--- config.mk ---
export PLATFORM = sky130hd
export DESIGN_NAME = root_fin_collector
export DESIGN_NICKNAME = d
export VERILOG_FILES = /design/src/rtl/root_fin_collector.sv
export SDC_FILE = /design/constraint.sdc
export NUM_CORES = 1
export LEC_CHECK = 0
export CAP_MARGIN = 25
export CORE_ASPECT_RATIO = 0.5
export CORE_MARGIN = 2
export CORE_UTILIZATION = 58
export CTS_CLUSTER_DIAMETER = 40
export CTS_CLUSTER_SIZE = 24
export DETAILED_ROUTE_END_ITERATION = 16
export PLACE_DENSITY = 0.95
export SLEW_MARGIN = 30
export SYNTH_ARGS = -nofsm -noshare
export SYNTH_HDL_FRONTEND = slang
export SYNTH_SLANG_ARGS = --single-unit
--- constraint.sdc ---
create_clock -name clk -period 10.05 [get_ports clk]
set_input_delay 1.5075 -clock clk [delete_from_list [all_inputs] [get_ports clk]]
set_output_delay 1.5075 -clock clk [all_outputs]
set_load 0.02 [all_outputs]
--- src/rtl/root_fin_collector.sv ---
// Root-side sink for upward traffic: counts per-PE FIN tokens for a broadcast or
// compute phase, buffers one READ response for the controller, flags protocol errors.

`ifndef ROUTER_INFO_WIDTH
`define ROUTER_INFO_WIDTH 3
`endif
`ifndef ROUTER_ADDR_WIDTH
`define ROUTER_ADDR_WIDTH 16
`endif
`ifndef ROUTER_INFO_CONFIG
`define ROUTER_INFO_CONFIG 3'd0
`endif
`ifndef ROUTER_INFO_CALC
`define ROUTER_INFO_CALC 3'd1
`endif
`ifndef ROUTER_INFO_BROADCAST
`define ROUTER_INFO_BROADCAST 3'd2
`endif
`ifndef ROUTER_INFO_READ
`define ROUTER_INFO_READ 3'd3
`endif
`ifndef ROUTER_INFO_FIN_BROADCAST
`define ROUTER_INFO_FIN_BROADCAST 3'd4
`endif
`ifndef ROUTER_INFO_FIN_COMP
`define ROUTER_INFO_FIN_COMP 3'd5
`endif

module root_fin_collector #(
  parameter int NUM_PE     = 64,
  parameter int DATA_WIDTH = 16
) (
  input  logic                          clk,
  input  logic                          rst,
  input  logic                          in_valid,
  output logic                          in_ready,
  input  logic [`ROUTER_INFO_WIDTH-1:0] in_info,
  input  logic [`ROUTER_ADDR_WIDTH-1:0] in_addr,
  input  logic [DATA_WIDTH-1:0]         in_data,
  input  logic                          cmd_wait_bcast,
  input  logic                          cmd_wait_comp,
  input  logic                          cmd_clear,
  output logic                          fin_bcast_done,
  output logic                          fin_comp_done,
  output logic                          busy,
  output logic                          rd_valid,
  input  logic                          rd_ready,
  output logic [`ROUTER_ADDR_WIDTH-1:0] rd_addr,
  output logic [DATA_WIDTH-1:0]         rd_data,
  output logic                          proto_err
);

  localparam int CW = $clog2(NUM_PE + 1);
  localparam int PW = $clog2(NUM_PE);

  localparam logic [1:0] IDLE       = 2'd0;
  localparam logic [1:0] WAIT_BCAST = 2'd1;
  localparam logic [1:0] WAIT_COMP  = 2'd2;

  logic [1:0]                    state_q, state_d;
  logic [CW-1:0]                 count_q, count_d;
  logic [NUM_PE-1:0]             bitmap_q, bitmap_d;
  logic                          err_q, err_d;
  logic                          bdone_q, bdone_d;
  logic                          cdone_q, cdone_d;
  logic                          rd_valid_q, rd_valid_d;
  logic [`ROUTER_ADDR_WIDTH-1:0] rd_addr_q, rd_addr_d;
  logic [DATA_WIDTH-1:0]         rd_data_q, rd_data_d;

  logic          accept;
  logic [PW-1:0] pe_id;
  logic          is_read;
  logic          fin_expected;
  logic          start_any;
  logic          start_bad;

  assign in_ready = !rd_valid_q || rd_ready;
  assign accept   = in_valid && in_ready;
  assign pe_id    = in_addr[10 +: PW];
  assign is_read  = (in_info == `ROUTER_INFO_READ);

  // FINs are judged against the registered state, so a start command in the
  // same cycle does not make a concurrent FIN legal.
  assign fin_expected = ((state_q == WAIT_BCAST) && (in_info == `ROUTER_INFO_FIN_BROADCAST)) ||
                        ((state_q == WAIT_COMP)  && (in_info == `ROUTER_INFO_FIN_COMP));

  assign start_any = cmd_wait_bcast || cmd_wait_comp;
  assign start_bad = (state_q != IDLE) || (cmd_wait_bcast && cmd_wait_comp);

  always_comb begin
    state_d    = state_q;
    count_d    = count_q;
    bitmap_d   = bitmap_q;
    err_d      = err_q;
    bdone_d    = 1'b0;
    cdone_d    = 1'b0;
    rd_valid_d = rd_valid_q;
    rd_addr_d  = rd_addr_q;
    rd_data_d  = rd_data_q;

    if (rd_ready) rd_valid_d = 1'b0;

    if (cmd_clear) begin
      // Abort: the packet of this cycle is dropped silently, READ buffer survives.
      state_d  = IDLE;
      count_d  = '0;
      bitmap_d = '0;
      err_d    = 1'b0;
    end else begin
      if (accept) begin
        if (is_read) begin
          rd_valid_d = 1'b1;
          rd_addr_d  = in_addr;
          rd_data_d  = in_data;
        end else if (fin_expected) begin
          if (bitmap_q[pe_id]) begin
            err_d = 1'b1;
          end else begin
            bitmap_d[pe_id] = 1'b1;
            count_d         = count_q + 1'b1;
            if (count_d == CW'(NUM_PE)) begin
              bdone_d = (state_q == WAIT_BCAST);
              cdone_d = (state_q == WAIT_COMP);
              state_d = IDLE;
            end
          end
        end else begin
          err_d = 1'b1;
        end
      end

      if (start_any) begin
        if (start_bad) begin
          err_d = 1'b1;
        end else begin
          state_d  = cmd_wait_bcast ? WAIT_BCAST : WAIT_COMP;
          count_d  = '0;
          bitmap_d = '0;
        end
      end
    end
  end

  always_ff @(posedge clk or posedge rst) begin
    if (rst) begin
      state_q    <= IDLE;
      count_q    <= '0;
      bitmap_q   <= '0;
      err_q      <= 1'b0;
      bdone_q    <= 1'b0;
      cdone_q    <= 1'b0;
      rd_valid_q <= 1'b0;
      rd_addr_q  <= '0;
      rd_data_q  <= '0;
    end else begin
      state_q    <= state_d;
      count_q    <= count_d;
      bitmap_q   <= bitmap_d;
      err_q      <= err_d;
      bdone_q    <= bdone_d;
      cdone_q    <= cdone_d;
      rd_valid_q <= rd_valid_d;
      rd_addr_q  <= rd_addr_d;
      rd_data_q  <= rd_data_d;
    end
  end

  assign fin_bcast_done = bdone_q;
  assign fin_comp_done  = cdone_q;
  assign busy           = (state_q != IDLE);
  assign rd_valid       = rd_valid_q;
  assign rd_addr        = rd_addr_q;
  assign rd_data        = rd_data_q;
  assign proto_err      = err_q;

endmodule

Word level (Yosys, flattened, before mapping)
Cells that the tools add are included.
{ "word_totals": {"mem_bits_rw": 0, "mem_count": 0, "latchBits": 0, "inputBits": 42, "output_inout_bits": 38, "elab_cells": 82, "ff_bits": 109, "rom_bits": 0} }
{ "classes": {"n_mul": 0, "magnitude_cmp": 2, "n_mux": 50, "reduce_logical": 12, "addsub": 1, "bitwise": 2, "div": 0, "shifts": 0, "n_eq_ne": 6} }
{ "op_table": {"columns": ["op", "n"], "rows": [
  ["64-bit two-way mux", 7],
  ["64-bit OR", 1],
  ["7-bit two-way mux", 7],
  ["1-bit two-way mux", 25],
  ["2-bit two-way mux", 9],
  ["7-bit by 1-bit adder with 7-bit output, second input constant", 1],
  ["7-bit == test, second input constant", 1],
  ["6-bit by 7-bit < comparator with 1-bit output, second input constant", 1],
  ["1-bit binary-select mux with 6-bit select", 1],
  ["1-bit demux with 6-bit select", 1],
  ["3-bit == test, second input constant", 2],
  ["6-bit by 1-bit greater-or-equal comparator with 1-bit output, second input constant", 1],
  ["1-bit logical AND", 5],
  ["1-bit logical OR", 4],
  ["3-bit by 2-bit == test with 1-bit output, second input constant", 1],
  ["3-bit AND reduction", 1],
  ["2-bit by 1-bit == test with 1-bit output, second input constant", 1],
  ["2-bit == test, second input constant", 1],
  ["2-bit nonzero test", 1],
  ["1-bit logical NOT", 1],
  ["1-bit inverter", 1]
]} }

Longest topological paths before layout
{ "logic_depth": {"depth_word": 12, "ltp_mapped": 13, "ltp_nobuf": 7} }

Worst setup path after synthesis
No wires, ideal clock.
{ "synth_path": {"path_kind": "input-to-reg", "startpoint": "in in_addr[10]", "endpoint": "reg count_q[2]", "setup_time_ns": 0.136, "path_stages": 11, "required_time_ns": 9.914, "arrival_time_ns": 3.407, "n_path_buf": 4, "setup_slack_ns": 6.507, "cell_sequence": "buf_6 -> mux2_4 -> a221o_1 -> a32o_1 -> a22oi_2 -> nand4bb_1 -> buf_2 -> buf_6 -> buf_2 -> o31ai_1 -> a21oi_1"} }
{ "synth_between": {"elab_chain_cells": 9} }
{ "synth_lines": {"columns": ["item", "line_no", "rtl"], "rows": [
  ["start: declaration", "38", "input logic [`ROUTER_ADDR_WIDTH-1:0] in_addr,"],
  ["1-bit binary-select mux with 6-bit select (*)", "116", "if (bitmap_q[pe_id]) begin"],
  ["1-bit two-way mux (not written as such) (*)", "116", null],
  ["7-bit two-way mux (*)", "116", null],
  ["7-bit two-way mux (*)", "115", "end else if (fin_expected) begin"],
  ["7-bit two-way mux (*)", "111", "if (is_read) begin"],
  ["7-bit two-way mux (*)", "110", "if (accept) begin"],
  ["7-bit two-way mux", "133", "if (start_bad) begin"],
  ["7-bit two-way mux (*)", "132", "if (start_any) begin"],
  ["7-bit two-way mux (*)", "103", "if (cmd_clear) begin"],
  ["named net count_d[2]", "61", "logic [CW-1:0] count_q, count_d;"],
  ["end signal: assignment", "157", "count_q <= count_d;"],
  ["end: declaration", "61", null]
]} }
The timed path passes the listed nets; every way through them passes the cells marked *. The select of a mux whose other input is x is not followed.
A chain may end at the register's enable or synchronous reset.

Final worst setup path
{ "layout_path": {"startpoint": "in in_addr[12]", "endpoint": "reg count_q[3]"} }
Same word-level chain as after synthesis.

==> impl_metrics.csv <==
group,metric,value,unit
status,status,"completed",
cts,cts_tree,"built",
worst_setup_path,rr_startpoint,"bitmap_q[22]",
global_routing,antenna_found_initial,0,
worst_setup_path,r2r_end,"count_q[3]",
floorplan,die_w,138,µm
power_and_ir_drop,p_sw_frac,0.269,
global_routing,grt_max_degree,60,
worst_setup_path,rrSetupSlack,6.92,ns
power_and_ir_drop,power_density,166,mW/mm²
yosys,postSynthAreaPerCell,11.4,µm²
final_layout,final_common_cell,"dfrtp_1",
yosys,synth_top_family_by_area,"simple AND/OR/NAND/NOR gates",
floorplan,core.rowCount,24,
cts,clkTransAtPathRegs,0.07,ns
global_routing,gr-total-overflow,0,
power_and_ir_drop,p_leak,2.68,nW
timing,clock.fmax,0.195,GHz
global_routing,grt_util_met2,0.451,
final_layout,diodes,0,
power_and_ir_drop,combPwrFrac,0.200,
worst_setup_path,end_kind,"flip-flop",
floorplan,coreArea,0.00874,mm²
yosys,syn_inst,459,
worst_setup_path,crit_chain,"clkdlybuf4s50_1, mux2_2, a221oi_1, o221ai_1, a22oi_1, nand4bb_2, buf_4, or4_1, a21oi_1",
min_path,hold_class,"reg2reg",
power_and_ir_drop,p_clk_frac,0.340,
yosys,synth_cell_types,56,
timing,period_needed,5.13,ns
final_layout,drive_gt1_frac,0.134,
timing,finClkSkew,0.00517,ns
place,gp_congestion,0.944,
power_and_ir_drop,p_sw,0.285,mW
timing,rsz0062_at_grt,"false",
final_layout,fin_nets,562,
floorplan,die_height,71.2,µm
yosys,synth_area,0.00523,mm²
cts,cts-buffers-inserted,9,
global_routing,use_met3,0.0928,
route,firstDrtPassIters,5,
cts,clock_latency,0.35,ns
yosys,synth-adder-area-share,0.00430,
power_and_ir_drop,p_int,0.772,mW
worst_setup_path,crit_required,10.32,ns
cts,ctsRootBufferMaster,"clkbuf_16",
global_routing,grt_usage,0.282,
yosys,synthMuxAreaShare,0.126,
worst_setup_path,reg2reg_depth,8,
flow_run,cap_violations,0,
yosys,synth-seq-cells,109,
worst_setup_path,slowest_stage,"clkdlybuf4s50_1",
yosys,synth-async-reset-ratio,1.00,
global_routing,grt_pass1_vias,4292,
route,routed_wl,13000,µm
yosys,syn_nets,502,
global_routing,grt_pass1_wl,21600,µm
route,ant_nets,0,
min_path,hold_start,"bitmap_q[34]",
timing,post-route-period-util,0.510,
place,dpl.cell_count,625,
timing,slew_viol_final,0,
cts,post-cts-setup-buffers,0,
global_routing,grt-busiest-layer,"met2",
route,wire_per_inst,20.4,µm
cts,cts-resized-gates,0,
floorplan,start_util,0.599,
min_path,whs_path_depth,1,
worst_setup_path,worstSetupStartpointType,"primary input",
timing,setup-tns-final,0,ns
power_and_ir_drop,seq_power_share,0.460,
min_path,hold_end,"bitmap_q[34]",
yosys,synthSimpleGateAreaFrac,0.155,
cts,htreeDepth,3,
final_layout,area_growth,21.6,%
cts,cts_hold_buf,0,
worst_setup_path,critPathKind,"in2reg",
global_routing,met1_usage,0.360,
power_and_ir_drop,peakVddDrop,0.000122,V
yosys,synth-xor-area-share,0.00167,
route,via_count,4182,
floorplan,pin_count,80,
yosys,ys_seq_area_frac,0.521,
worst_setup_path,max_stage_delay,1.07,ns
timing,hold_viol,0,
cts,cts_num_sinks,109,
place,port_buffers,79,
route,dr.first_iter.drc_count,354,
timing,setup_viol,0,
yosys,yosys_warnings,0,
floorplan,dieArea,0.00984,mm²
cts,max-clock-path-buffers,2,
worst_setup_path,crit_arrival,5.40,ns
worst_setup_path,cp_max_fo,38,
final_layout,layout_common_cells,"dfrtp_1, clkdlybuf4s50_1, nor4_1, o21a_1, mux2_2",
yosys,synth_edf_count,0,
yosys,ys.flop_type,"dfrtp_1",
final_layout,final_cells,639,
timing,relSlewSlack,0.389,
timing,tightestPinTransition,0.914,ns
route,drc,0,
yosys,synth_compound_area_frac,0.155,
place,dp_hpwl,8630,µm
route,vias_per_cell,6.54,
## routing by layer
layer	wire, µm	up-vias
li1	-	1847
met1	5230	2026
met2	6000	273
met3	1510	36
met4	300	0
met5	0	-
## power by group through the flow
stage / clock [mW] / combinational, mW / sequential, mW
after global routing: 0.382 / 0.224 / 0.490
after global placement: 0 / 0.207 / 0.491
final: 0.359 / 0.211 / 0.486
after detailed placement: 0 / 0.210 / 0.494
after CTS: 0.364 / 0.212 / 0.487
after floorplan: 0 / 0.0724 / 0.531
## cells by family (layout without fill, tap and decap cells)
logic type	after synthesis	in the layout
flip-flops	109	109
AO/OA/AOI/OAI	110	110
buffers and inverters	41	104
AND/OR/NAND/NOR	141	141
adder cells (fa/ha/maj)	2	2
XOR/XNOR	1	1
multiplexers	55	55
## state kept, by name, summed over array words and instances, names as in the netlist
| name | cells |
|---|---|
| bitmap_q | 64 |
| rd_addr | 16 |
| rd_data | 16 |
| count_q | 7 |
| state_q | 2 |
| fin_bcast_done | 1 |
| fin_comp_done | 1 |
| proto_err | 1 |
| rd_valid | 1 |
## Yosys cell counts, drive strengths merged (5+ instances only)
master  number  share of area
dfrtp      109           0.52
nor4        39          0.048
o21a        35          0.050
mux2        33          0.072
nor2        25          0.018
nand2       23          0.016
clkbuf      21          0.015
a22o        20          0.033
mux2i       17          0.033
buf         15          0.018
a31oi       12          0.014
nand3       11          0.011
a21oi       10         0.0096
nor3         8          0.014
o21ai        7         0.0067
a22oi        5         0.0081
inv          5         0.0036
mux4         5          0.022
nand2b       5         0.0060
## cell type report
class / count / area, µm²
clock buffer: 11 / 253
multi-input combinational: 309 / 2330
tap: 117 / 146
sequential: 109 / 2730
inverter: 5 / 21.3
timing repair buffer: 85 / 836
clock inverter: 3 / 46.3
fill: 568 / 2370
## worst max-delay path, delay by kind of cell
family	cells	cell delay, ns
buf+inv	2	1.51
simple gates	2	0.95
mux	1	0.42
compound gates	4	0.99
## through the flow
| stage | utilization | hold WS (ns) | instance area [µm²] | power (mW) | setup slack (ns) |
|---|---|---|---|---|---|
| 6_report | 0.728 | 0.491 | 6360 | 1.06 | 4.92 |
| 5_1_grt | 0.728 | 0.508 | 6360 | 1.10 | 4.85 |
| 4_1_cts | 0.728 | 0.492 | 6360 | 1.06 | 5.06 |
| 3_5_place_dp | 0.694 | 0.475 | 6060 | 0.705 | 4.69 |
| 3_3_place_gp | 0.694 | 0.463 | 6060 | 0.698 | 5.00 |
| 2_1_floorplan | - | 0.450 | 5230 | 0.603 | 5.67 |
## how the worst max path moves through the flow
stage                            from     endpoint  slack, ns  depth (start not counted)
after global routing      in_addr[12]   count_q[3]       4.85                          9
after CTS                 in_addr[12]   count_q[3]       5.06                          9
after global placement    in_addr[12]   count_q[3]       5.00                          9
after floorplan                   rst  bitmap_q[0]       5.67                          1
final                     in_addr[12]   count_q[3]       4.92                          9
after detailed placement  in_addr[12]   count_q[3]       4.69                          9
(Power assumes the default switching activity.)
